### config.mk
export PLATFORM = sky130hd
export DESIGN_NAME = adc_frame_rx
export DESIGN_NICKNAME = d
export VERILOG_FILES = /design/src/rtl/adc_frame_rx.sv
export SDC_FILE = /design/constraint.sdc
export NUM_CORES = 1
export LEC_CHECK = 0
export ABC_AREA = 1
export CAP_MARGIN = 10
export CORE_MARGIN = 2
export CORE_UTILIZATION = 55
export CTS_BUF_LIST = sky130_fd_sc_hd__clkbuf_8
export DETAILED_ROUTE_END_ITERATION = 16
export GPL_TIMING_DRIVEN = 0
export PLACE_DENSITY = 0.76
export SLEW_MARGIN = 40
export SYNTH_ARGS = -nofsm -noshare
export SYNTH_HDL_FRONTEND = slang
export SYNTH_SLANG_ARGS = --single-unit
### constraint.sdc
create_clock -name clk -period 1.5 [get_ports clk]
set_input_delay 0.45 -clock clk [delete_from_list [all_inputs] [get_ports clk]]
set_output_delay 0.45 -clock clk [all_outputs]
set_load 0.03 [all_outputs]
### src/rtl/adc_frame_rx.sv
// Serial ADC frame receiver: synchronizes drdyn/dclk/dout, shifts DATA_W bits MSB first
// and presents each completed sample with valid/ack handshake, overflow and abort flags.
module adc_frame_rx #(
    parameter int unsigned DATA_W      = 24,
    parameter int unsigned SYNC_STAGES = 2
) (
    input  logic              clk,
    input  logic              rstn,
    input  logic              drdyn,
    input  logic              dclk,
    input  logic              dout,
    output logic [DATA_W-1:0] data,
    output logic              valid,
    input  logic              ack,
    output logic              ovf,
    output logic              err,
    output logic              sel
);

    localparam int unsigned CNT_W = $clog2(DATA_W + 1);

    typedef enum logic [1:0] {
        IDLE    = 2'd0,
        SHIFT   = 2'd1,
        WAIT_HI = 2'd2
    } state_t;

    logic [SYNC_STAGES-1:0] drdyn_sync;
    logic [SYNC_STAGES-1:0] dclk_sync;
    logic [SYNC_STAGES-1:0] dout_sync;
    logic [SYNC_STAGES-1:0] live_sync;

    logic drdyn_s;
    logic dclk_s;
    logic dout_s;
    logic live_s;

    logic dclk_d;
    logic drdyn_d;
    logic armed;
    logic rise_q;
    logic fall_q;
    logic drdyn_q;
    logic bit_q;

    state_t              state;
    state_t              state_nxt;
    logic [CNT_W-1:0]    cnt;
    logic [CNT_W-1:0]    cnt_nxt;
    logic [DATA_W-1:0]   shreg;
    logic [DATA_W-1:0]   shreg_nxt;
    logic [DATA_W-1:0]   data_nxt;
    logic                valid_nxt;
    logic                ovf_nxt;
    logic                sel_nxt;
    logic                err_nxt;
    logic                complete;

    // Identical synchronizer chains keep drdyn, dclk and dout cycle-aligned.
    always_ff @(posedge clk or negedge rstn) begin
        if (!rstn) begin
            drdyn_sync <= '1;
            dclk_sync  <= '0;
            dout_sync  <= '0;
            live_sync  <= '0;
        end else begin
            drdyn_sync <= {drdyn_sync[SYNC_STAGES-2:0], drdyn};
            dclk_sync  <= {dclk_sync[SYNC_STAGES-2:0], dclk};
            dout_sync  <= {dout_sync[SYNC_STAGES-2:0], dout};
            live_sync  <= {live_sync[SYNC_STAGES-2:0], 1'b1};
        end
    end

    assign drdyn_s = drdyn_sync[SYNC_STAGES-1];
    assign dclk_s  = dclk_sync[SYNC_STAGES-1];
    assign dout_s  = dout_sync[SYNC_STAGES-1];
    assign live_s  = live_sync[SYNC_STAGES-1];

    // A drdyn fall only counts once a genuine high has been seen after reset,
    // so the reset value of the chain cannot fake the start of a frame.
    always_ff @(posedge clk or negedge rstn) begin
        if (!rstn) begin
            dclk_d  <= 1'b0;
            drdyn_d <= 1'b1;
            armed   <= 1'b0;
            rise_q  <= 1'b0;
            fall_q  <= 1'b0;
            drdyn_q <= 1'b1;
            bit_q   <= 1'b0;
        end else begin
            dclk_d  <= dclk_s;
            drdyn_d <= drdyn_s;
            armed   <= armed | (live_s & drdyn_s);
            rise_q  <= dclk_s & ~dclk_d;
            fall_q  <= armed & drdyn_d & ~drdyn_s;
            drdyn_q <= drdyn_s;
            bit_q   <= dout_s;
        end
    end

    // Next-state and next-output logic.
    always_comb begin
        state_nxt = state;
        cnt_nxt   = cnt;
        shreg_nxt = shreg;
        data_nxt  = data;
        valid_nxt = valid;
        ovf_nxt   = ovf;
        sel_nxt   = sel;
        err_nxt   = 1'b0;
        complete  = 1'b0;

        case (state)
            IDLE: begin
                if (fall_q) begin
                    state_nxt = SHIFT;
                    cnt_nxt   = '0;
                    shreg_nxt = '0;
                end
            end
            SHIFT: begin
                if (rise_q && (cnt == CNT_W'(DATA_W - 1))) begin
                    complete  = 1'b1;
                    shreg_nxt = {shreg[DATA_W-2:0], bit_q};
                    cnt_nxt   = cnt + CNT_W'(1);
                    data_nxt  = {shreg[DATA_W-2:0], bit_q};
                    sel_nxt   = ~sel;
                    state_nxt = WAIT_HI;
                end else if (drdyn_q) begin
                    err_nxt   = 1'b1;
                    state_nxt = IDLE;
                end else if (rise_q) begin
                    shreg_nxt = {shreg[DATA_W-2:0], bit_q};
                    cnt_nxt   = cnt + CNT_W'(1);
                end
            end
            WAIT_HI: begin
                if (drdyn_q) begin
                    state_nxt = IDLE;
                end
            end
            default: begin
                state_nxt = IDLE;
            end
        endcase

        // Acknowledge first, then a completing frame re-arms valid on top of it.
        if (valid && ack) begin
            valid_nxt = 1'b0;
            ovf_nxt   = 1'b0;
        end
        if (complete) begin
            valid_nxt = 1'b1;
            if (valid && !ack) begin
                ovf_nxt = 1'b1;
            end
        end
    end

    always_ff @(posedge clk or negedge rstn) begin
        if (!rstn) begin
            state <= IDLE;
            cnt   <= '0;
            shreg <= '0;
            data  <= '0;
            valid <= 1'b0;
            ovf   <= 1'b0;
            sel   <= 1'b0;
            err   <= 1'b0;
        end else begin
            state <= state_nxt;
            cnt   <= cnt_nxt;
            shreg <= shreg_nxt;
            data  <= data_nxt;
            valid <= valid_nxt;
            ovf   <= ovf_nxt;
            sel   <= sel_nxt;
            err   <= err_nxt;
        end
    end

endmodule

Word level (Yosys, flattened, before mapping)
Cells that the tools add are included.
{"block": "totals", "input_bits": 6, "ram_bits": 0, "rom_bits": 0, "memories": 0, "ff_bits": 72, "latch_bits": 0, "output_inout_bits": 28}
{"block": "op_classes", "div": 0, "muxes": 24, "eq_ne": 6, "reduce_logical": 9, "bitwise": 8, "addsub": 1, "magnitude_cmp": 0, "multipliers": 0, "shift": 0}
{"cell": "$mux 23", "n": 4}
{"cell": "$pmux 23 s2", "n": 1}
{"cell": "$mux 5", "n": 4}
{"cell": "$mux 1", "n": 10}
{"cell": "$pmux 5 s2", "n": 1}
{"cell": "$mux 2", "n": 3}
{"cell": "$ne 3x3->1 const B", "n": 2}
{"cell": "$pmux 2 s3", "n": 1}
{"cell": "$add 5x1->5 const B", "n": 1}
{"cell": "$eq 5x5->1 const B", "n": 1}
{"cell": "$and 1x1->1", "n": 4}
{"cell": "$reduce_and 4->1", "n": 1}
{"cell": "$reduce_bool 2->1", "n": 2}
{"cell": "$logic_and 1x1->1", "n": 3}
{"cell": "$not 1->1", "n": 3}
{"cell": "$eq 2x1->1 const B", "n": 1}
{"cell": "$eq 2x2->1 const B", "n": 1}
{"cell": "$logic_not 2->1", "n": 1}
{"cell": "$ne 2x2->1 const B", "n": 1}
{"cell": "$reduce_and 2->1", "n": 1}
{"cell": "$logic_not 1->1", "n": 1}
{"cell": "$or 1x1->1", "n": 1}

Depth between registers and ports, before layout
Gate-level depths: netlist (run 1).
{"block": "logic_depth", "ltp_word": 5, "mapped_depth": 9}

Worst setup path after synthesis (run 1)
No wires, ideal clock.
{"block": "synth_path", "path_type": "reg2reg", "from": "register cnt[0]", "to": "register cnt[2]", "setup_time_ps": 117, "path_slack_ps": 150, "required_ps": 1383, "n_path_buf": 1, "path_stages_with_launch": 10, "t_arrival_ps": 1233, "path_cell_list": "dfrtp_1 -> ha_1 -> nand2_2 -> nor2_4 -> nand2_2 -> nand2_4 -> nand2_4 -> buf_6 -> nand2_1 -> nand2_1"}
{"block": "synth_between", "elab_chain_cells": 5, "elab_cells_between_ends": 10, "classes_between": "add/sub: 1; eq/ne: 3; mux: 4; reduce/logical: 2"}
{"item": "start, declared", "line": "48", "text": "logic [CNT_W-1:0] cnt;"}
{"item": "start signal, assigned", "line": "172", "text": "cnt <= cnt_nxt;"}
{"item": "$add 5x1->5", "line": "125, 134"}
{"item": "$mux 5", "line": "132", "text": "end else if (rise_q) begin"}
{"item": "$mux 5", "line": "129", "text": "end else if (drdyn_q) begin"}
{"item": "$mux 5", "line": "122", "text": "if (rise_q && (cnt == CNT_W'(DATA_W - 1))) begin"}
{"item": "$pmux 5 s2", "line": "113", "text": "case (state)"}
Several ways; a longest one is shown, not always the timed one. The select of a mux whose other input is x is not followed.
A chain may end at the register's enable or synchronous reset.

Worst setup path after layout (run 1)
{"block": "layout_path", "from": "register cnt[1]", "to": "register shreg[0]"}
{"block": "layout_between", "elab_chain_cells": 4, "elab_cells_between_ends": 7, "classes_between": "eq/ne: 3; mux: 2; reduce/logical: 2"}
{"item": "$eq 5x5->1 (*)", "line": "122"}
{"item": "$logic_and 1x1->1 (*)", "line": "122"}
{"item": "$ne 3x3->1 (no source line) / $mux 23 (equally long branches)"}
{"item": "$reduce_and 4->1 (no source line) / $pmux 23 s2 (equally long branches)"}
{"item": "end signal, assigned", "line": "173", "text": "shreg <= shreg_nxt;"}
{"item": "end, declared", "line": "50", "text": "logic [DATA_W-1:0] shreg;"}
Every way passes the cells marked *; elsewhere a longest branch is shown, timed or not.

==> results of run 1 <==
==> layer usage <==
metal | routed length (um) | up-vias
met3 | 258 | 9
met5 | 0 | -
met1 | 2590 | 1082
li1 | - | 1112
met4 | 91 | 0
met2 | 2780 | 48
==> cell families after synthesis <==
group	Yosys count
buf+inv	52
other cells	1
flops	72
xor+xnor	1
compound gates	29
fa+ha+maj	1
simple gates	167
==> worst max-delay path, delay by kind of cell, from the launching register on <==
family / cells / cell delay, ns
buffers and inverters: 1 / 0.16
adders and majority gates: 1 / 0.22
DFF: 1 / 0.37
and+or+nand+nor: 7 / 0.62
==> layout by cell type (no fill, tap or decap), drive strengths merged <==
| cell | count |
|---|---|
| bufinv | 1 |
| a21boi | 2 |
| clkbuf | 17 |
| nor3 | 2 |
| xnor2 | 1 |
| ha | 1 |
| o21ai | 25 |
| conb | 1 |
| a21oi | 1 |
| nor2 | 31 |
| dlygate4sd3 | 1 |
| nand4 | 1 |
| nand3b | 1 |
| clkdlybuf4s50 | 4 |
| buf | 29 |
| inv | 41 |
| o21bai | 1 |
| dfstp | 3 |
| clkinv | 2 |
| dfrtp | 69 |
| nand2 | 101 |
| nand3 | 31 |
| clkdlybuf4s15 | 18 |
==> power by group <==
part | switching (W) | total, W | internal [W]
Combinational | 0.000489 | 0.000809 | 0.000320
Clock | 0.000681 | 0.00152 | 0.000841
Sequential | 0.0000641 | 0.00210 | 0.00204
==> flip-flops by register name, summed over array words and instances, names as in the netlist, named ones only <==
name and count:
live_sync 2, dout_sync 2, rise_q 1, cnt 5
drdyn_sync 2, valid 1, bit_q 1, dclk_sync 2
dclk_d 1, fall_q 1, drdyn_q 1, state 2
shreg 23, sel 1, data 24, armed 1
err 1
==> area by class of cell <==
cell class                      count  area [um2]  area share
Tap cell                           70        87.6      0.0237
Timing Repair Buffer               45         434       0.117
Sequential cell                    72        1810       0.488
Inverter                           39         149      0.0403
Buffer                             13         100      0.0271
Clock buffer                       11         151      0.0409
Multi-Input combinational cell    199         923       0.250
Clock inverter                      5        47.5      0.0129
==> metrics by stage <==
step / instance area, um2 / hold slack (ns) / setup TNS (ns) / util
after floorplan: 2920 / 0.154 / 0 / -
after global placement: 3340 / 0.332 / -169.17 / 0.653
after detailed placement: 3360 / 0.315 / -0.469 / 0.659
after CTS: 3630 / 0.354 / -0.0142 / 0.711
after global routing: 3700 / 0.360 / -0.869 / 0.724
final: 3700 / 0.351 / 0 / 0.724
==> path summary, 6_finish.rpt <==
kind,cells past startpoint,startpoint,slack (ns),to
max,9,cnt[1],0.01,shreg[0]
min,0,dout_sync[0],0.35,dout_sync[1]
max reg2reg,9,cnt[1],0.01,shreg[0]
min reg2reg,0,dout_sync[0],0.35,dout_sync[1]
max in group asynchronous,3,rstn,0.48,cnt[1]
min in group asynchronous,2,rstn,0.52,data[11]
==> what timing repair did <==
action	4_1_cts	5_1_grt
pin swaps	1	4
gates cloned	0	1
hold buffers	1	0
setup buffers	3	6
endpoints found under the setup margin	55	46
resized for setup	83	44
endpoints found under the hold margin	19	0
==> flow_metrics.py, run 1 <==
metrics = {
    "outcome": {
        "outcome": "finished clean",
    },
    "global_routing": {
        "grt_usage": 0.212,
        "grt_pass1_wl_um": 9770,
        "antenna_found_initial": 0,
        "gr-total-overflow": 0,
        "grt_use_met3": 0.0435,
        "grtUsageMet1": 0.271,
        "use_met2": 0.332,
        "grt_pass1_vias": 2206,
        "grt_most_used_layer": "met2",
        "grt_max_degree": 51,
    },
    "worst_setup_path": {
        "cp_slowest_cell": "dfrtp_1",
        "critical_path_arrival_ns": 1.72,
        "cp_max_fo": 9,
        "crit_required_ns": 1.74,
        "worst-setup-path-type": "reg -> reg",
        "crit_chain": "ha_2, nand2_4, nor2_4, nand2_2, nand2_4, nand2_8, clkbuf_16, nand2_1, nand2_1",
        "startpoint_type": "flop",
        "crit_path_max_incr_delay_ns": 0.37,
        "endpoint_kind": "flop",
    },
    "pwr": {
        "fin_total_pwr_w": 0.00443,
        "p_leak_nw": 1.86,
        "p_per_area_mw_per_mm2": 1200,
        "irDropWorstVdd_mv": 0.776,
    },
    "synthesis": {
        "synth_most_common_cell": "nand2_1",
        "synth.ff_latch_count": 72,
        "synth_cell_type_count": 27,
        "synth_area_per_cell_um2": 9.03,
        "synthArstFlopShare": 1.00,
        "synth_top_family_by_area": "simple AND/OR/NAND/NOR gates",
        "synth_compound_area_frac": 0.0523,
        "mappedNetlistArea_mm2": 0.00292,
        "synth.top_cell.area_share": 0.592,
        "yosysWarnings": 0,
        "synthFlopType": "dfrtp_1",
        "postSynthCellCount": 323,
        "yosys-top-cells-count": "nand2_1, dfrtp_1, inv_1",
        "yosys-mux-area-fraction": 0,
        "postSynthNetCount": 330,
        "synth_edf_count": 0,
        "yosys.area.top_type": "dfrtp_1",
        "synth_area_leaders": "dfrtp_1, nand2_1, nand3_1",
        "synthAdderAreaFrac": 0.00429,
        "synth_xor_area_frac": 0.00300,
        "synth_seq_area_share": 0.619,
        "synthSimpleGateAreaFrac": 0.243,
    },
    "timing": {
        "fin_crit_ns": 1.49,
        "setup_viol": 0,
        "clock-skew-final_ns": 0.00843,
        "max_freq_mhz": 673,
        "maxSlewViolCount": 0,
        "rsz0062_at_grt": "true",
        "worst_slack_ns": 0.0131,
        "min_period_over_period": 0.991,
        "hold_viol_final": 0,
    },
    "clocking": {
        "clkSinkCount": 72,
        "clk_path_buf_depth": 2,
        "ctsHtreeMaxLevel": 3,
        "cts_tree": "done",
        "clockRootBuffer": "clkbuf_8",
        "worstSkewPairLatency_ns": 0.35,
        "clk_pin_slew_worst_paths_ns": 0.07,
        "cts_inserted_buffers": 9,
    },
    "route": {
        "wire_per_inst_um": 12.6,
        "vias_per_cell": 4.96,
        "drcViolationCount": 0,
        "drt_iter0_markers": 148,
        "via_count": 2251,
        "firstDrtPassIters": 5,
        "drt_wl_total_um": 5710,
        "ant_nets": 0,
    },
    "floorplan": {
        "core_area_mm2": 0.00511,
        "rows": 26,
        "die_w_um": 76.8,
        "initial_utilization": 0.571,
        "pin_count": 34,
        "dieArea_mm2": 0.00590,
        "die_h_um": 76.8,
    },
    "final_layout": {
        "final_cells": 454,
        "syn_to_final_growth_pct": 26.8,
        "fill_cells": 395,
        "nNetsFinal": 386,
        "antenna_cells": 0,
        "drive_gt1_frac": 0.234,
    },
    "place": {
        "place_inst": 427,
        "port_buffers": 33,
        "dp_slack_ns": -0.0402,
        "place_hpwl_um": 3660,
        "routabilityCongestion": 0.832,
    },
    "run": {
        "maxCapViolations": 0,
    },
    "hold_path": {
        "min_path_type": "reg -> reg",
    },
}
No activity file was read; power rests on OpenSTA's default activity.
==> inputs of run 2 (changes only) <==
--- a/config.mk
+++ b/config.mk
@@ -6,13 +6,12 @@
 export NUM_CORES = 1
 export LEC_CHECK = 0
 export ABC_AREA = 1
-export CAP_MARGIN = 10
 export CORE_MARGIN = 2
-export CORE_UTILIZATION = 55
+export CORE_UTILIZATION = 57
 export CTS_BUF_LIST = sky130_fd_sc_hd__clkbuf_8
 export DETAILED_ROUTE_END_ITERATION = 16
 export GPL_TIMING_DRIVEN = 0
-export PLACE_DENSITY = 0.76
+export PLACE_DENSITY = 0.78
 export SLEW_MARGIN = 40
 export SYNTH_ARGS = -nofsm -noshare
 export SYNTH_HDL_FRONTEND = slang
==> run 2 against run 1 <==
  * The run now ends with negative setup slack left
  * Global-route usage grew 0.93 points
  * Fmax decreased by 3.5%
  * Combinational power up 16%
  * Final cell count rose by 0.44%
  * Sequential power about the same
  * Routed wire length increased by 9.2%
  * Power grew 1.3%
  * Design area up 0.88%
  * Critical path type unchanged
  * Largest cell class unchanged
==> flow_metrics.py, run 2 (same netlist as run 1, synthesis figures left out) <==
metrics = {
    "final_layout": {
        "final_cell_mix": "nand2_1, dfrtp_1, inv_1, nor2_1, nand3_1",
        "drive_gt1_frac": 0.267,
        "syn_to_final_growth_pct": 27.9,
        "antenna_cells": 0,
        "top_regs": "data (24), shreg (23), cnt (5)",
        "nNetsFinal": 388,
        "largest_reg_flops": 24,
        "top_register": "data",
        "layout_commonest_cell": "nand2_1",
    },
    "pwr": {
        "switching_share": 0.296,
        "irDropWorstVdd_mv": 0.805,
        "pwr-share-seq": 0.472,
        "internal-power_w": 0.00316,
        "p_leak_nw": 1.89,
        "power_switching_w": 0.00133,
        "p_per_area_mw_per_mm2": 1200,
        "p_comb_frac": 0.209,
        "pwr-share-clk": 0.319,
    },
    "global_routing": {
        "grt_pass1_vias": 2011,
        "grt_max_degree": 48,
        "grt_usage": 0.221,
        "gr-total-overflow": 0,
        "antenna_found_initial": 0,
        "grt_pass1_wl_um": 9130,
    },
    "worst_setup_path": {
        "crit_required_ns": 1.74,
        "cp_max_fo": 7,
        "startpoint_type": "flop",
        "endpoint_kind": "flop",
        "worst-setup-path-type": "reg -> reg",
        "critical_path_arrival_ns": 1.78,
    },
    "floorplan": {
        "dieArea_mm2": 0.00571,
        "initial_utilization": 0.582,
        "rows": 26,
        "die_h_um": 75.5,
        "pin_count": 34,
        "die_w_um": 75.5,
        "core_area_mm2": 0.00501,
    },
    "timing": {
        "rsz0062_at_grt": "true",
        "min_period_over_period": 1.03,
        "max_freq_mhz": 649,
        "fin_crit_ns": 1.54,
        "worst_slack_ns": -0.0416,
        "hold_viol_final": 0,
        "tightest_slew_ns": 0.528,
        "setup_viol": 22,
        "clock-skew-final_ns": 0.00860,
        "maxSlewViolCount": 0,
        "slew_headroom": 0.648,
        "fin_setup_tns_ns": -0.346,
        "holdWs_ns": 0.351,
    },
    "place": {
        "port_buffers": 33,
        "place_hpwl_um": 3760,
        "routabilityCongestion": 0.771,
    },
    "clocking": {
        "worstSkewPairLatency_ns": 0.35,
        "cts_inserted_buffers": 9,
        "clk_pin_slew_worst_paths_ns": 0.07,
        "clkSinkCount": 72,
        "clk_path_buf_depth": 2,
        "cts_tree": "done",
        "ctsHtreeMaxLevel": 3,
        "clockRootBuffer": "clkbuf_8",
    },
    "route": {
        "drt_wl_total_um": 6240,
        "vias_per_cell": 5.02,
        "drt_iter0_markers": 152,
        "wire_per_inst_um": 13.7,
        "ant_nets": 0,
        "drcViolationCount": 0,
        "firstDrtPassIters": 4,
        "via_count": 2288,
    },
    "hold_path": {
        "min_path_type": "reg -> reg",
    },
    "outcome": {
        "violations": "negative setup slack",
        "outcome": "finished with violations",
    },
    "run": {
        "maxCapViolations": 0,
    },
}
==> run 2: through the flow <==
stage               power, W   util  instance area, um2  setup WS [ns]  instances
floorplan            0.00255      -                2920          0.150        323
global placement     0.00273  0.666                3340          -2.38        426
detailed placement   0.00276  0.672                3360        -0.0668        427
CTS                  0.00420  0.721                3610        -0.0211        447
global route         0.00469  0.745                3730        -0.0852        456
finish               0.00449  0.745                3730        -0.0416        456
==> run 2: repair_timing <==
action | CTS | global route
gates cloned | 0 | 2
hold buffers | 1 | 0
buffers inserted | 3 | 7
pin swaps | 1 | 5
endpoints found under the setup margin | 62 | 63
resized for setup | 84 | 73
hold endpoints to repair | 22 | 0
==> run 2: power by group through the flow <==
stage / clock [W] / combinational (W) / sequential (W)
6_report: 0.00143 / 0.000937 / 0.00212
5_1_grt: 0.00154 / 0.00102 / 0.00213
4_1_cts: 0.00145 / 0.000655 / 0.00209
3_5_place_dp: 0 / 0.000619 / 0.00214
3_3_place_gp: 0 / 0.000596 / 0.00213
2_1_floorplan: 0 / 0.000414 / 0.00214
==> run 2: per-layer routing <==
layer / GRT usage / vias up / routed length [um]
li1: - / 1115 / -
met1: 0.289 / 1107 / 2750
met2: 0.344 / 56 / 3130
met3: 0.0794 / 10 / 227
met4: 0.0780 / 0 / 131
met5: 0 / - / 0
==> run 2: critical path, stage by stage, from the launching register on <==
cell	delay [ns]
dfrtp_1	0.43
ha_4	0.19
nand2_4	0.06
nor2_4	0.17
nand2_2	0.09
nand2_4	0.12
nand2_8	0.10
clkbuf_16	0.17
nand2_1	0.05
nand2_1	0.05
==> run 2: area by class of cell <==
| type | instances | area (um2) |
|---|---|---|
| Sequential cell | 72 | 1810 |
| Fill cell | 389 | 1280 |
| Multi-Input combinational cell | 199 | 986 |
| Timing Repair Buffer | 47 | 427 |
| Inverter | 39 | 149 |
| Clock buffer | 9 | 124 |
| Buffer | 13 | 96.3 |
| Tap cell | 70 | 87.6 |
| Clock inverter | 7 | 56.3 |
==> run 2: worst paths after layout <==
kind | startpoint | end | slack [ns] | depth (start not counted)
min in group asynchronous | rstn | shreg[10] | 0.52 | 2
max in group asynchronous | rstn | shreg[12] | 0.49 | 3
worst min register to register | dout_sync[1] | bit_q | 0.35 | 0
worst min-delay path | dout_sync[1] | bit_q | 0.35 | 0
worst max register to register | cnt[1] | shreg[16] | -0.04 | 9
worst max-delay path | cnt[1] | shreg[16] | -0.04 | 9
==> inputs of run 3 (changes only) <==
--- a/config.mk
+++ b/config.mk
@@ -7,11 +7,11 @@
 export LEC_CHECK = 0
 export ABC_AREA = 1
 export CORE_MARGIN = 2
-export CORE_UTILIZATION = 57
+export CORE_UTILIZATION = 52
 export CTS_BUF_LIST = sky130_fd_sc_hd__clkbuf_8
 export DETAILED_ROUTE_END_ITERATION = 16
 export GPL_TIMING_DRIVEN = 0
-export PLACE_DENSITY = 0.78
+export PLACE_DENSITY = 0.75
 export SLEW_MARGIN = 40
 export SYNTH_ARGS = -nofsm -noshare
 export SYNTH_HDL_FRONTEND = slang
==> constraint.sdc (replaced) <==
create_clock -name clk -period 1.4 [get_ports clk]
set_input_delay 0.42 -clock clk [delete_from_list [all_inputs] [get_ports clk]]
set_output_delay 0.42 -clock clk [all_outputs]
set_load 0.03 [all_outputs]
==> run 3 against run 2 <==
  * Clock skew shrank 0.0028 ns
  * Clock power grew 53%
  * Count of clock-buffer cells in the layout grew 1
  * Worst hold slack gained 0.0034 ns
  * Highest routed layer unchanged
  * Flip-flop and latch count is the same
  * Critical path depth shrank 2
  * Core utilization grew 0.35 points
  * Critical path type unchanged
  * The run still ends with negative setup slack left
  * Non-clock buffer count grew 13
==> flow_metrics.py, run 3 (same netlist as run 1, synthesis figures left out) <==
metrics = {
    "worst_setup_path": {
        "cp_slowest_cell": "dfrtp_1",
        "endpoint_kind": "flop",
        "reg2reg_slack_ns": -0.08,
        "worst-setup-path-type": "reg -> reg",
        "timing.critical_path.buf_inv": 1,
        "critical_path_arrival_ns": 1.69,
        "crit_chain": "ha_4, nand2_4, nor2_4, nand2_2, buf_4, nand3_1, a21boi_0",
        "crit_path_max_incr_delay_ns": 0.42,
        "startpoint_type": "flop",
        "crit_required_ns": 1.61,
        "cp_max_fo": 2,
        "critPathTopFamily": "flip-flops",
    },
    "final_layout": {
        "final_cell_mix": "dfrtp_1, nand2_1, nand2_2, inv_1, nor2_1",
        "drive_gt1_frac": 0.395,
        "largest_reg_flops": 24,
        "layout_commonest_cell": "dfrtp_1",
        "syn_to_final_growth_pct": 40.4,
        "nNetsFinal": 402,
        "top_register": "data",
        "top_regs": "data (24), shreg (23), cnt (5)",
        "antenna_cells": 0,
        "fin_util": 0.748,
    },
    "clocking": {
        "worstSkewPairLatency_ns": 0.35,
        "clk_path_buf_depth": 2,
        "clockRootBuffer": "clkbuf_8",
        "cts_tree": "done",
        "clk_pin_slew_worst_paths_ns": 0.08,
        "clkSinkCount": 72,
        "cts_inserted_buffers": 9,
        "ctsHtreeMaxLevel": 3,
    },
    "outcome": {
        "violations": "negative setup slack",
        "outcome": "finished with violations",
    },
    "global_routing": {
        "grt_pass1_vias": 2455,
        "antenna_found_initial": 0,
        "grt_usage": 0.242,
        "grt_max_degree": 52,
        "gr-total-overflow": 0,
        "grt_pass1_wl_um": 11400,
    },
    "timing": {
        "worst_slack_ns": -0.0817,
        "fin_crit_ns": 1.48,
        "fin_setup_tns_ns": -0.485,
        "rsz0062_at_grt": "true",
        "setup_viol": 28,
        "maxSlewViolCount": 0,
        "min_period_over_period": 1.06,
        "max_freq_mhz": 675,
        "clock-skew-final_ns": 0.00585,
        "hold_viol_final": 0,
    },
    "floorplan": {
        "pin_count": 34,
        "dieArea_mm2": 0.00623,
        "initial_utilization": 0.533,
        "core_area_mm2": 0.00547,
        "die_h_um": 78.9,
        "rows": 27,
        "die_w_um": 78.9,
    },
    "place": {
        "port_buffers": 33,
        "place_hpwl_um": 3700,
        "routabilityCongestion": 0.806,
        "dp_slack_ns": -0.150,
    },
    "pwr": {
        "pwr-share-seq": 0.404,
        "p_comb_frac": 0.207,
        "p_per_area_mw_per_mm2": 1380,
        "irDropWorstVdd_mv": 0.760,
        "fin_total_pwr_w": 0.00564,
        "switching_share": 0.276,
        "pwr-share-clk": 0.388,
        "p_leak_nw": 2.07,
        "internal-power_w": 0.00408,
        "power_switching_w": 0.00155,
    },
    "route": {
        "vias_per_cell": 5.19,
        "via_count": 2451,
        "ant_nets": 0,
        "firstDrtPassIters": 4,
        "wire_per_inst_um": 15.6,
        "drt_iter0_markers": 135,
        "drcViolationCount": 0,
        "drt_wl_total_um": 7360,
    },
    "run": {
        "maxCapViolations": 0,
    },
    "hold_path": {
        "min_path_type": "reg -> reg",
    },
}
-- run 3: cell count changes in the layout (fill, tap and decap cells not counted), sizes merged --
cell           change
buf               +25
bufinv             +3
clkdlybuf4s15     -11
inv                -4
nand3              +1
-- run 3: repair_timing --
| item | CTS | global route |
|---|---|---|
| gates cloned | 7 | 1 |
| endpoints found under the setup margin | 80 | 58 |
| hold buffers | 1 | 0 |
| buffers inserted | 15 | 3 |
| resized for setup | 205 | 63 |
| hold endpoints to repair | 18 | 0 |
| pin swaps | 8 | 20 |
-- run 3: metrics by stage --
| stage | std cells | instance area, um2 | hold slack (ns) |
|---|---|---|---|
| after floorplan | 323 | 2920 | 0.124 |
| after global placement | 428 | 3340 | 0.332 |
| after detailed placement | 429 | 3370 | 0.284 |
| after CTS | 468 | 3850 | 0.357 |
| after global routing | 472 | 4100 | 0.365 |
| final | 472 | 4100 | 0.354 |
-- run 3: worst register-to-register path: stages, from the launching register on --
cell and delay, ns:
dfrtp_1 0.42, ha_4 0.19, nand2_4 0.06, nor2_4 0.04, nand2_2 0.09, buf_4 0.12, nand3_1 0.07, a21boi_0 0.35
-- run 3: worst paths after layout --
kind	start	endpoint	cells after the start
max reg2reg	cnt[0]	state[0]	7
min in group asynchronous	rstn	data[11]	2
min	dout_sync[1]	bit_q	0
min reg2reg	dout_sync[1]	bit_q	0
max in group asynchronous	rstn	shreg[1]	3
max	cnt[0]	state[0]	7
-- run 3: area by class of cell --
cell class              instances  area, um2
flip-flops and latches         72       1810
fillers                       362       1380
multi-input cells             200       1130
repair buffers                 60        502
inverters                      39        154
plain buffers                  13        141
clock buffers                  10        138
clock inverters                 6        130
well taps                      72       90.1
-- run 3: routing by layer --
metal | wire, um | share of wire | GRT usage | vias to the layer above
li1 | - | - | - | 1148
met1 | 3030 | 0.41 | 0.290 | 1220
met2 | 3790 | 0.52 | 0.395 | 68
met3 | 348 | 0.047 | 0.0580 | 15
met4 | 192 | 0.026 | 0.148 | 0
met5 | 0 | 0 | 0 | -
-- run 3: power by group through the flow --
stage | clock network, W | registers, W | logic, W
6_report | 0.00219 | 0.00228 | 0.00117
5_1_grt | 0.00231 | 0.00229 | 0.00125
4_1_cts | 0.00219 | 0.00226 | 0.000972
3_5_place_dp | 0 | 0.00229 | 0.000659
3_3_place_gp | 0 | 0.00229 | 0.000639
2_1_floorplan | 0 | 0.00229 | 0.000443
